### src/rtl/neuron_frame_sequencer.sv
// neuron_frame_sequencer
//   Feeds a combinational neuron (x1/x2/x3 -> y) from a serial valid/ready
//   sample stream and collects its result on a registered valid/ready port.
//   Samples are grouped into 3-sample frames. A completed frame is held on
//   x1..x3 for SETTLE_CYCLES edges, and then y is captured.
//
// Parameters
//   DATA_W        sample / result width (two's complement, passed bit-exact)
//   SETTLE_CYCLES edges from frame completion to capture of y (>= 1)
//
// Ports
//   clk, rst_n            clock, async active-low reset
//   s_valid/s_ready       input sample handshake
//   s_data, s_sof         sample and start-of-frame marker
//   x1, x2, x3            registered neuron inputs
//   y                     combinational neuron output
//   m_valid/m_ready       result handshake, m_data = captured y
//   sof_err               one-cycle pulse on a frame-sync error
//   err_cnt               saturating sync-error count
//   frame_cnt             wrapping count of handed-off results
module neuron_frame_sequencer #(
    parameter int DATA_W        = 8,
    parameter int SETTLE_CYCLES = 1
) (
    input  logic              clk,
    input  logic              rst_n,
    input  logic              s_valid,
    output logic              s_ready,
    input  logic [DATA_W-1:0] s_data,
    input  logic              s_sof,
    output logic [DATA_W-1:0] x1,
    output logic [DATA_W-1:0] x2,
    output logic [DATA_W-1:0] x3,
    input  logic [DATA_W-1:0] y,
    output logic              m_valid,
    input  logic              m_ready,
    output logic [DATA_W-1:0] m_data,
    output logic              sof_err,
    output logic [7:0]        err_cnt,
    output logic [15:0]       frame_cnt
);

    localparam int CNT_W = (SETTLE_CYCLES > 1) ? $clog2(SETTLE_CYCLES) : 1;
    localparam logic [CNT_W-1:0] CNT_LOAD = CNT_W'(SETTLE_CYCLES - 1);

    typedef enum logic [1:0] {
        FILL   = 2'd0,
        SETTLE = 2'd1,
        OUT    = 2'd2
    } state_t;

    state_t              state_q, state_d;
    logic [1:0]          idx_q, idx_d;
    logic [DATA_W-1:0]   x1_q, x1_d;
    logic [DATA_W-1:0]   x2_q, x2_d;
    logic [DATA_W-1:0]   x3_q, x3_d;
    logic [CNT_W-1:0]    cnt_q, cnt_d;
    logic [DATA_W-1:0]   m_data_q, m_data_d;
    logic                m_valid_q, m_valid_d;
    logic                sof_err_q, sof_err_d;
    logic [7:0]          err_cnt_q, err_cnt_d;
    logic [15:0]         frame_cnt_q, frame_cnt_d;

    logic s_ready_c;
    logic accept;
    logic handoff;
    logic sync_err;
    logic frame_done;

    // In OUT the result is already captured, so the next frame may fill;
    // only its completing sample has to wait until the slot is freed.
    always_comb begin
        s_ready_c = 1'b0;
        case (state_q)
            FILL:    s_ready_c = 1'b1;
            SETTLE:  s_ready_c = 1'b0;
            OUT:     s_ready_c = (idx_q != 2'd2) || m_ready;
            default: s_ready_c = 1'b0;
        endcase
    end

    assign accept     = s_valid && s_ready_c;
    assign handoff    = m_valid_q && m_ready;
    assign sync_err   = accept && s_sof && (idx_q != 2'd0);
    assign frame_done = accept && !sync_err && (idx_q == 2'd2);

    always_comb begin
        state_d     = state_q;
        idx_d       = idx_q;
        x1_d        = x1_q;
        x2_d        = x2_q;
        x3_d        = x3_q;
        cnt_d       = cnt_q;
        m_data_d    = m_data_q;
        m_valid_d   = m_valid_q;
        sof_err_d   = 1'b0;
        err_cnt_d   = err_cnt_q;
        frame_cnt_d = frame_cnt_q;

        // Sample write path. A misplaced SOF restarts the frame at x1;
        // the stale x2/x3 are simply overwritten by the new frame later.
        if (accept) begin
            if (sync_err) begin
                x1_d      = s_data;
                idx_d     = 2'd1;
                sof_err_d = 1'b1;
                if (err_cnt_q != 8'hFF) begin
                    err_cnt_d = err_cnt_q + 8'd1;
                end
            end else begin
                case (idx_q)
                    2'd1: begin
                        x2_d  = s_data;
                        idx_d = 2'd2;
                    end
                    2'd2: begin
                        x3_d  = s_data;
                        idx_d = 2'd0;
                        cnt_d = CNT_LOAD;
                    end
                    default: begin
                        x1_d  = s_data;
                        idx_d = 2'd1;
                    end
                endcase
            end
        end

        if (handoff) begin
            m_valid_d   = 1'b0;
            frame_cnt_d = frame_cnt_q + 16'd1;
        end

        case (state_q)
            FILL: begin
                if (frame_done) begin
                    state_d = SETTLE;
                end
            end
            SETTLE: begin
                if (cnt_q == '0) begin
                    m_data_d  = y;
                    m_valid_d = 1'b1;
                    state_d   = OUT;
                end else begin
                    cnt_d = cnt_q - CNT_W'(1);
                end
            end
            OUT: begin
                // Completing a frame here requires m_ready, so it always
                // coincides with the handoff of the pending result.
                if (frame_done) begin
                    state_d = SETTLE;
                end else if (handoff) begin
                    state_d = FILL;
                end
            end
            default: begin
                state_d = FILL;
            end
        endcase
    end

    always_ff @(posedge clk or negedge rst_n) begin
        if (!rst_n) begin
            state_q     <= FILL;
            idx_q       <= 2'd0;
            x1_q        <= '0;
            x2_q        <= '0;
            x3_q        <= '0;
            cnt_q       <= '0;
            m_data_q    <= '0;
            m_valid_q   <= 1'b0;
            sof_err_q   <= 1'b0;
            err_cnt_q   <= 8'd0;
            frame_cnt_q <= 16'd0;
        end else begin
            state_q     <= state_d;
            idx_q       <= idx_d;
            x1_q        <= x1_d;
            x2_q        <= x2_d;
            x3_q        <= x3_d;
            cnt_q       <= cnt_d;
            m_data_q    <= m_data_d;
            m_valid_q   <= m_valid_d;
            sof_err_q   <= sof_err_d;
            err_cnt_q   <= err_cnt_d;
            frame_cnt_q <= frame_cnt_d;
        end
    end

    assign s_ready   = s_ready_c;
    assign x1        = x1_q;
    assign x2        = x2_q;
    assign x3        = x3_q;
    assign m_valid   = m_valid_q;
    assign m_data    = m_data_q;
    assign sof_err   = sof_err_q;
    assign err_cnt   = err_cnt_q;
    assign frame_cnt = frame_cnt_q;

endmodule

### config.mk
export PLATFORM = sky130hd
export DESIGN_NAME = neuron_frame_sequencer
export DESIGN_NICKNAME = d
export VERILOG_FILES = /design/src/rtl/neuron_frame_sequencer.sv
export SDC_FILE = /design/constraint.sdc
export NUM_CORES = 1
export LEC_CHECK = 0
export BUFFER_PORTS_ARGS = -buffer_cell sky130_fd_sc_hd__buf_2
export CAP_MARGIN = 20
export CORE_MARGIN = 2
export CORE_UTILIZATION = 40
export CTS_BUF_LIST = sky130_fd_sc_hd__clkbuf_8
export CTS_CLUSTER_DIAMETER = 120
export DETAILED_ROUTE_END_ITERATION = 12
export GPL_ROUTABILITY_DRIVEN = 0
export PLACE_DENSITY = 0.63
export SKIP_LAST_GASP = 1
export SLEW_MARGIN = 20
export SYNTH_ARGS = -nofsm -noshare
export SYNTH_HDL_FRONTEND = slang
export SYNTH_SLANG_ARGS = --single-unit
### constraint.sdc
create_clock -name clk -period 2.25 [get_ports clk]
set_input_delay 0.225 -clock clk [delete_from_list [all_inputs] [get_ports clk]]
set_output_delay 0.225 -clock clk [all_outputs]
set_load 0.02 [all_outputs]
==> impl_metrics.yaml, run 1 <==
drt:
  vias_per_cell: 4.95
  wl_per_cell_um: 13.9
  met1_length_um: 2210
  dr.pass1.iters: 4
  num_vias: 1817
  top_layer: "met4"
  route.antenna.remaining_nets: 0
  drt-initial-drc-count: 49
  wl_met2_um: 2430
  wl_um: 5090
  wl_met3_um: 381
  drcViolationCount: 0
clock_tree:
  cts_root_buf: "clkbuf_8"
  cts_tree: "done"
  cts_buffer_depth: 2
  clk_pin_slew_worst_paths_ns: 0.07
  cts_made_buffers: 9
  ctsHtreeMaxLevel: 3
  clock-sinks: 63
  insertion_delay_ns: 0.33
status:
  status: "completed"
yosys:
  async_flop_share: 1.00
  synth_edf_count: 0
  synth_area_per_cell_sq_um: 13.6
  ys_types: 34
  syn_inst: 190
  yosysSeqAreaShare: 0.610
  ys_seq_elements: 63
  yosysWarningCount: 0
  synth-main-ff-cell: "dfrtp_1"
  synth_nets: 216
  netlist_area_sq_um: 2580
global_routing:
  antenna_found_initial: 0
  grt_pass1_vias: 1875
  grt_max_degree: 41
  gr-total-overflow: 0
  grt_pass1_wl_um: 8790
  grt.total_usage: 0.155
timing:
  timing.slew.headroom: 0.623
  hold_violations: 0
  setup_tns_ns: 0
  rsz0062_at_grt: "no"
  finalSetupViolations: 0
  skew_ns: 0.00503
  slew_viol_final: 0
  layout_min_cycle_time_ns: 2.09
  fmax_mhz: 478
  period_share: 0.929
  tightest_slew_ns: 0.566
setup_path:
  cp_max_fo: 7
  crit_type: "reg -> reg"
  worst_r2r_startpoint: "idx_q[0]$_DFFE_PN0N_"
  crit_path_start_kind: "flop"
  worstSetupEndpointType: "flop"
  worstPathArrival_ns: 2.31
  setup.worst_path.start: "idx_q[0]$_DFFE_PN0N_"
  cp.required_ns: 2.46
cells_and_area:
  design_area_sq_um: 3340
  seqCellArea_sq_um: 1580
  nFillCells: 587
  syn_to_final_growth_pct: 29.2
  final_nets: 311
  antennaDiodeCount: 0
  layout-drive-gt1-share: 0.486
  multiInputGateArea_sq_um: 967
power:
  power_density_nw_per_um2: 1340
  power.leakage_nw: 1.66
  vdd_ir_drop_max_mv: 0.721
floorplan:
  fp.dieArea_sq_um: 7110
  ioPinCount: 80
  core_sq_um: 6310
  die_h_um: 84.4
  placementRows: 29
  fp.dieW_um: 84.4
  start_util: 0.409
job:
  maxCapViolations: 0
worst_hold_path:
  min_from: "y[1]"
  hold_path.class: "in -> reg"
placement:
  port_buffers: 79
  place_area_sq_um: 3120
  dp_hpwl_um: 3530
sequential cells by signal, indices dropped and copies added, names as in the netlist:
register   cells
x3             8
err_cnt        8
sof_err        1
state_q        2
cnt_q          1
m_valid        1
frame_cnt     16
idx_q          2
m_data         8
x1             8
x2             8
critical path, cell delays in order, from the launching register on:
cell     delay, ns
dfrtp_1       0.35
inv_1         0.08
ha_1          0.21
and3b_1       0.21
or4b_4        0.59
inv_2         0.11
nand4_1       0.10
mux2_1        0.32
cell usage after synthesis (2+ instances only):
library cell  count  share of area
and3_1            5          0.012
inv_1             8          0.012
nor2_1            8          0.012
ha_1              5          0.024
mux2_2           33           0.14
xnor2_1          11          0.037
xor2_1            8          0.027
nand2b_1          3         0.0073
mux2_1            2         0.0087
nand2_1           8          0.012
nand4_1           6          0.015
o41ai_1           2         0.0068
or2_2             2         0.0048
o21ai_0           2         0.0039
dfrtp_1          63           0.61
nand3_1           6          0.012
through the flow:
step                cells  power, mW  worst slack (ns)   util  hold WS [ns]
finish                367       4.45             0.159  0.528         0.121
global route          367       4.74            0.0779  0.528         0.103
CTS                   367       4.52            0.0325  0.528         0.114
detailed placement    350       3.52            0.0422  0.495         0.255
global placement      350       3.47             0.122  0.495         0.253
floorplan             190       2.89             0.214      -       -0.0706
cells in the final DEF (no fill, tap or decap), drive strengths merged, types with 6 or more instances in the layout:
cell    count
nand4       6
nand3       6
mux2       35
nand2       8
dfrtp      63
nor2        9
inv        10
buf        85
clkbuf     10
xor2        8
xnor2      11
report_power, final:
| part | internal (mW) | switching [mW] |
|---|---|---|
| clock network | 0.536 | 0.447 |
| logic | 0.720 | 0.944 |
| registers | 1.55 | 0.262 |
final cells by class:
type | instances | area share
clock inverters | 6 | 0.0184
multi-input cells | 116 | 0.290
flip-flops and latches | 63 | 0.473
repair buffers | 86 | 0.139
clock buffers | 10 | 0.0413
well taps | 77 | 0.0289
inverters | 9 | 0.0101
per-layer routing:
layer / up-vias / track usage
met5: - / 0
met4: 0 / 0.0519
met3: 8 / 0.0629
met2: 56 / 0.248
met1: 901 / 0.191
li1: 852 / -
logic make-up (layout without fill, tap and decap cells):
| logic type | Yosys count | after routing | synth area share |
|---|---|---|---|
| DFF | 63 | 63 | 0.610 |
| xor gates and xnor gates | 19 | 19 | 0.0644 |
| buffers and inverters | 11 | 111 | 0.0165 |
| adders and majority gates | 5 | 5 | 0.0242 |
| and+or+nand+nor | 47 | 47 | 0.103 |
| muxes | 35 | 35 | 0.153 |
| AOI/OAI and AO/OA | 10 | 10 | 0.0286 |
timing repair:
item                       4_1_cts  5_1_grt
resized for setup                0        1
setup endpoints to repair        0        4
hold buffers                     1        0
hold endpoints to repair        23        0
buffers inserted                 0        0
worst paths after layout:
kind | depth (start not counted) | end | slack, ns
worst min register to register | 1 | frame_cnt[15]$_DFFE_PN0P_ | 0.46
min in group asynchronous | 2 | frame_cnt[11]$_DFFE_PN0P_ | 0.42
max in group asynchronous | 3 | x2[1]$_DFFE_PN0P_ | 1.23
worst max-delay path | 7 | err_cnt[6]$_DFFE_PN0P_ | 0.16
worst min-delay path | 2 | m_data[1]$_DFFE_PN0P_ | 0.12
worst max register to register | 7 | err_cnt[6]$_DFFE_PN0P_ | 0.16
Note: power is estimated with default switching activity, not from simulation.
==> run 2: changes to the inputs <==
- ABC_CLOCK_PERIOD_IN_PS: default -> 2250
- CTS_BUF_LIST: sky130_fd_sc_hd__clkbuf_8 -> sky130_fd_sc_hd__clkbuf_2
==> impl_metrics.yaml, run 2 (synthesis gave the netlist of run 1 again) <==
status:
  status: "completed"
drt:
  drcViolationCount: 0
  vias_per_cell: 4.93
  num_vias: 1895
  route.antenna.remaining_nets: 0
  wl_um: 5290
  drt-initial-drc-count: 32
  wl_per_cell_um: 13.8
  dr.pass1.iters: 4
timing:
  slew_viol_final: 0
  tightest_slew_ns: 0.565
  hold_violations: 0
  fin_hold_ws_ns: 0.183
  setup_tns_ns: 0
  skew_ns: 0.0111
  layout_min_cycle_time_ns: 2.10
  timing.slew.headroom: 0.624
  setup_ws_ns: 0.151
  fmax_mhz: 476
  rsz0062_at_grt: "no"
  period_share: 0.933
  finalSetupViolations: 0
clock_tree:
  insertion_delay_ns: 0.47
  cts_setup_buffers: 0
  cts_made_buffers: 9
  clock-sinks: 63
  cts_tree: "done"
  ctsHtreeMaxLevel: 3
  clk_pin_slew_worst_paths_ns: 0.18
  cts_buffer_depth: 2
  cts_root_buf: "clkbuf_2"
cells_and_area:
  layout-drive-gt1-share: 0.459
  final_cell_mix: "buf_2 (79), dfrtp_1 (63), mux2_2 (33)"
  antennaDiodeCount: 0
  design_area_sq_um: 3420
  fin_cells: 384
  syn_to_final_growth_pct: 32.4
  largest_reg_flops: 16
  final_nets: 328
  final_util: 0.541
  final_common_cell: "buf_2"
placement:
  place_area_sq_um: 3120
  dp_hpwl_um: 3530
  placed_cells: 350
  dpl_worst_slack_ns: 0.0422
  port_buffers: 79
power:
  power_density_nw_per_um2: 1220
  power.leakage_nw: 1.70
  vdd_ir_drop_max_mv: 0.781
  p_total_mw: 4.17
setup_path:
  path_delay_family: "simple AND/OR/NAND/NOR gates"
  crit_path_start_kind: "flop"
  reg2regPathDepth: 7
  worstSetupEndpointType: "flop"
  cp_max_fo: 7
  crit_buf_inv: 2
  crit_type: "reg -> reg"
  crit_chain: "inv_1 -> ha_1 -> and3b_1 -> or4b_4 -> inv_2 -> nand4_1 -> mux2_1"
  crit_slowest_cell: "or4b_4"
  r2r_slack_ns: 0.15
  path_depth: 7
  worstPathArrival_ns: 2.49
  cp.required_ns: 2.64
  critPathMaxStageDelay_ns: 0.59
worst_hold_path:
  min_delay_path_depth: 3
  hold_path.class: "in -> reg"
floorplan:
  start_util: 0.409
  core_sq_um: 6310
  die_h_um: 84.4
  fp.dieArea_sq_um: 7110
  fp.dieW_um: 84.4
  ioPinCount: 80
  placementRows: 29
global_routing:
  antenna_found_initial: 0
  gr-total-overflow: 0
  grt_max_degree: 41
  grt_pass1_vias: 1993
  grt_pass1_wl_um: 9210
  grt.total_usage: 0.163
job:
  maxCapViolations: 0
[run 2: cell count changes in the layout (fill, tap and decap cells not counted)]
cell,before,now
clkbuf_2,0,10
clkbuf_8,10,0
clkinv_1,0,1
dlygate4sd3_1,1,18
inv_1,9,8
[run 2: cell type report]
type | instances | area, sq um
Inverter | 9 | 33.8
Multi-Input combinational cell | 116 | 967
Clock inverter | 6 | 61.3
Fill cell | 580 | 2900
Tap cell | 77 | 96.3
Clock buffer | 10 | 50.0
Sequential cell | 63 | 1580
Timing Repair Buffer | 103 | 633
[run 2: metal layers]
metal  vias up  part of all wire  global-route usage
li1        886                 -                   -
met1       940              0.43               0.193
met2        61              0.49               0.269
met3         8             0.071              0.0570
met4         0             0.011              0.0693
met5         -                 0                   0
[run 2: worst min-delay path: stages]
cell      delay, ns
buf_2          0.11
nor3b_2        0.18
o21bai_1       0.12
[run 2: what timing repair did]
| action | in CTS | in global routing |
|---|---|---|
| setup endpoints to repair | 0 | 4 |
| hold buffers | 18 | 0 |
| endpoints found under the hold margin | 56 | 0 |
| resized for setup | 0 | 1 |
[run 2: path summary, 6_finish.rpt]
check / endpoint / startpoint
setup / recovery: err_cnt[6]$_DFFE_PN0P_ / idx_q[0]$_DFFE_PN0N_
setup reg to reg: err_cnt[6]$_DFFE_PN0P_ / idx_q[0]$_DFFE_PN0N_
max in group asynchronous: x2[0]$_DFFE_PN0P_ / rst_n
hold / removal: idx_q[0]$_DFFE_PN0N_ / s_valid
hold reg to reg: frame_cnt[15]$_DFFE_PN0P_ / frame_cnt[15]$_DFFE_PN0P_
min in group asynchronous: frame_cnt[11]$_DFFE_PN0P_ / rst_n
[run 2: power breakdown]
part           leakage [nW]  switching (mW)  total (mW)  internal (mW)
Combinational         0.850           0.948        1.69          0.738
Sequential            0.785           0.265        1.80           1.54
Clock                0.0616           0.423       0.677          0.254
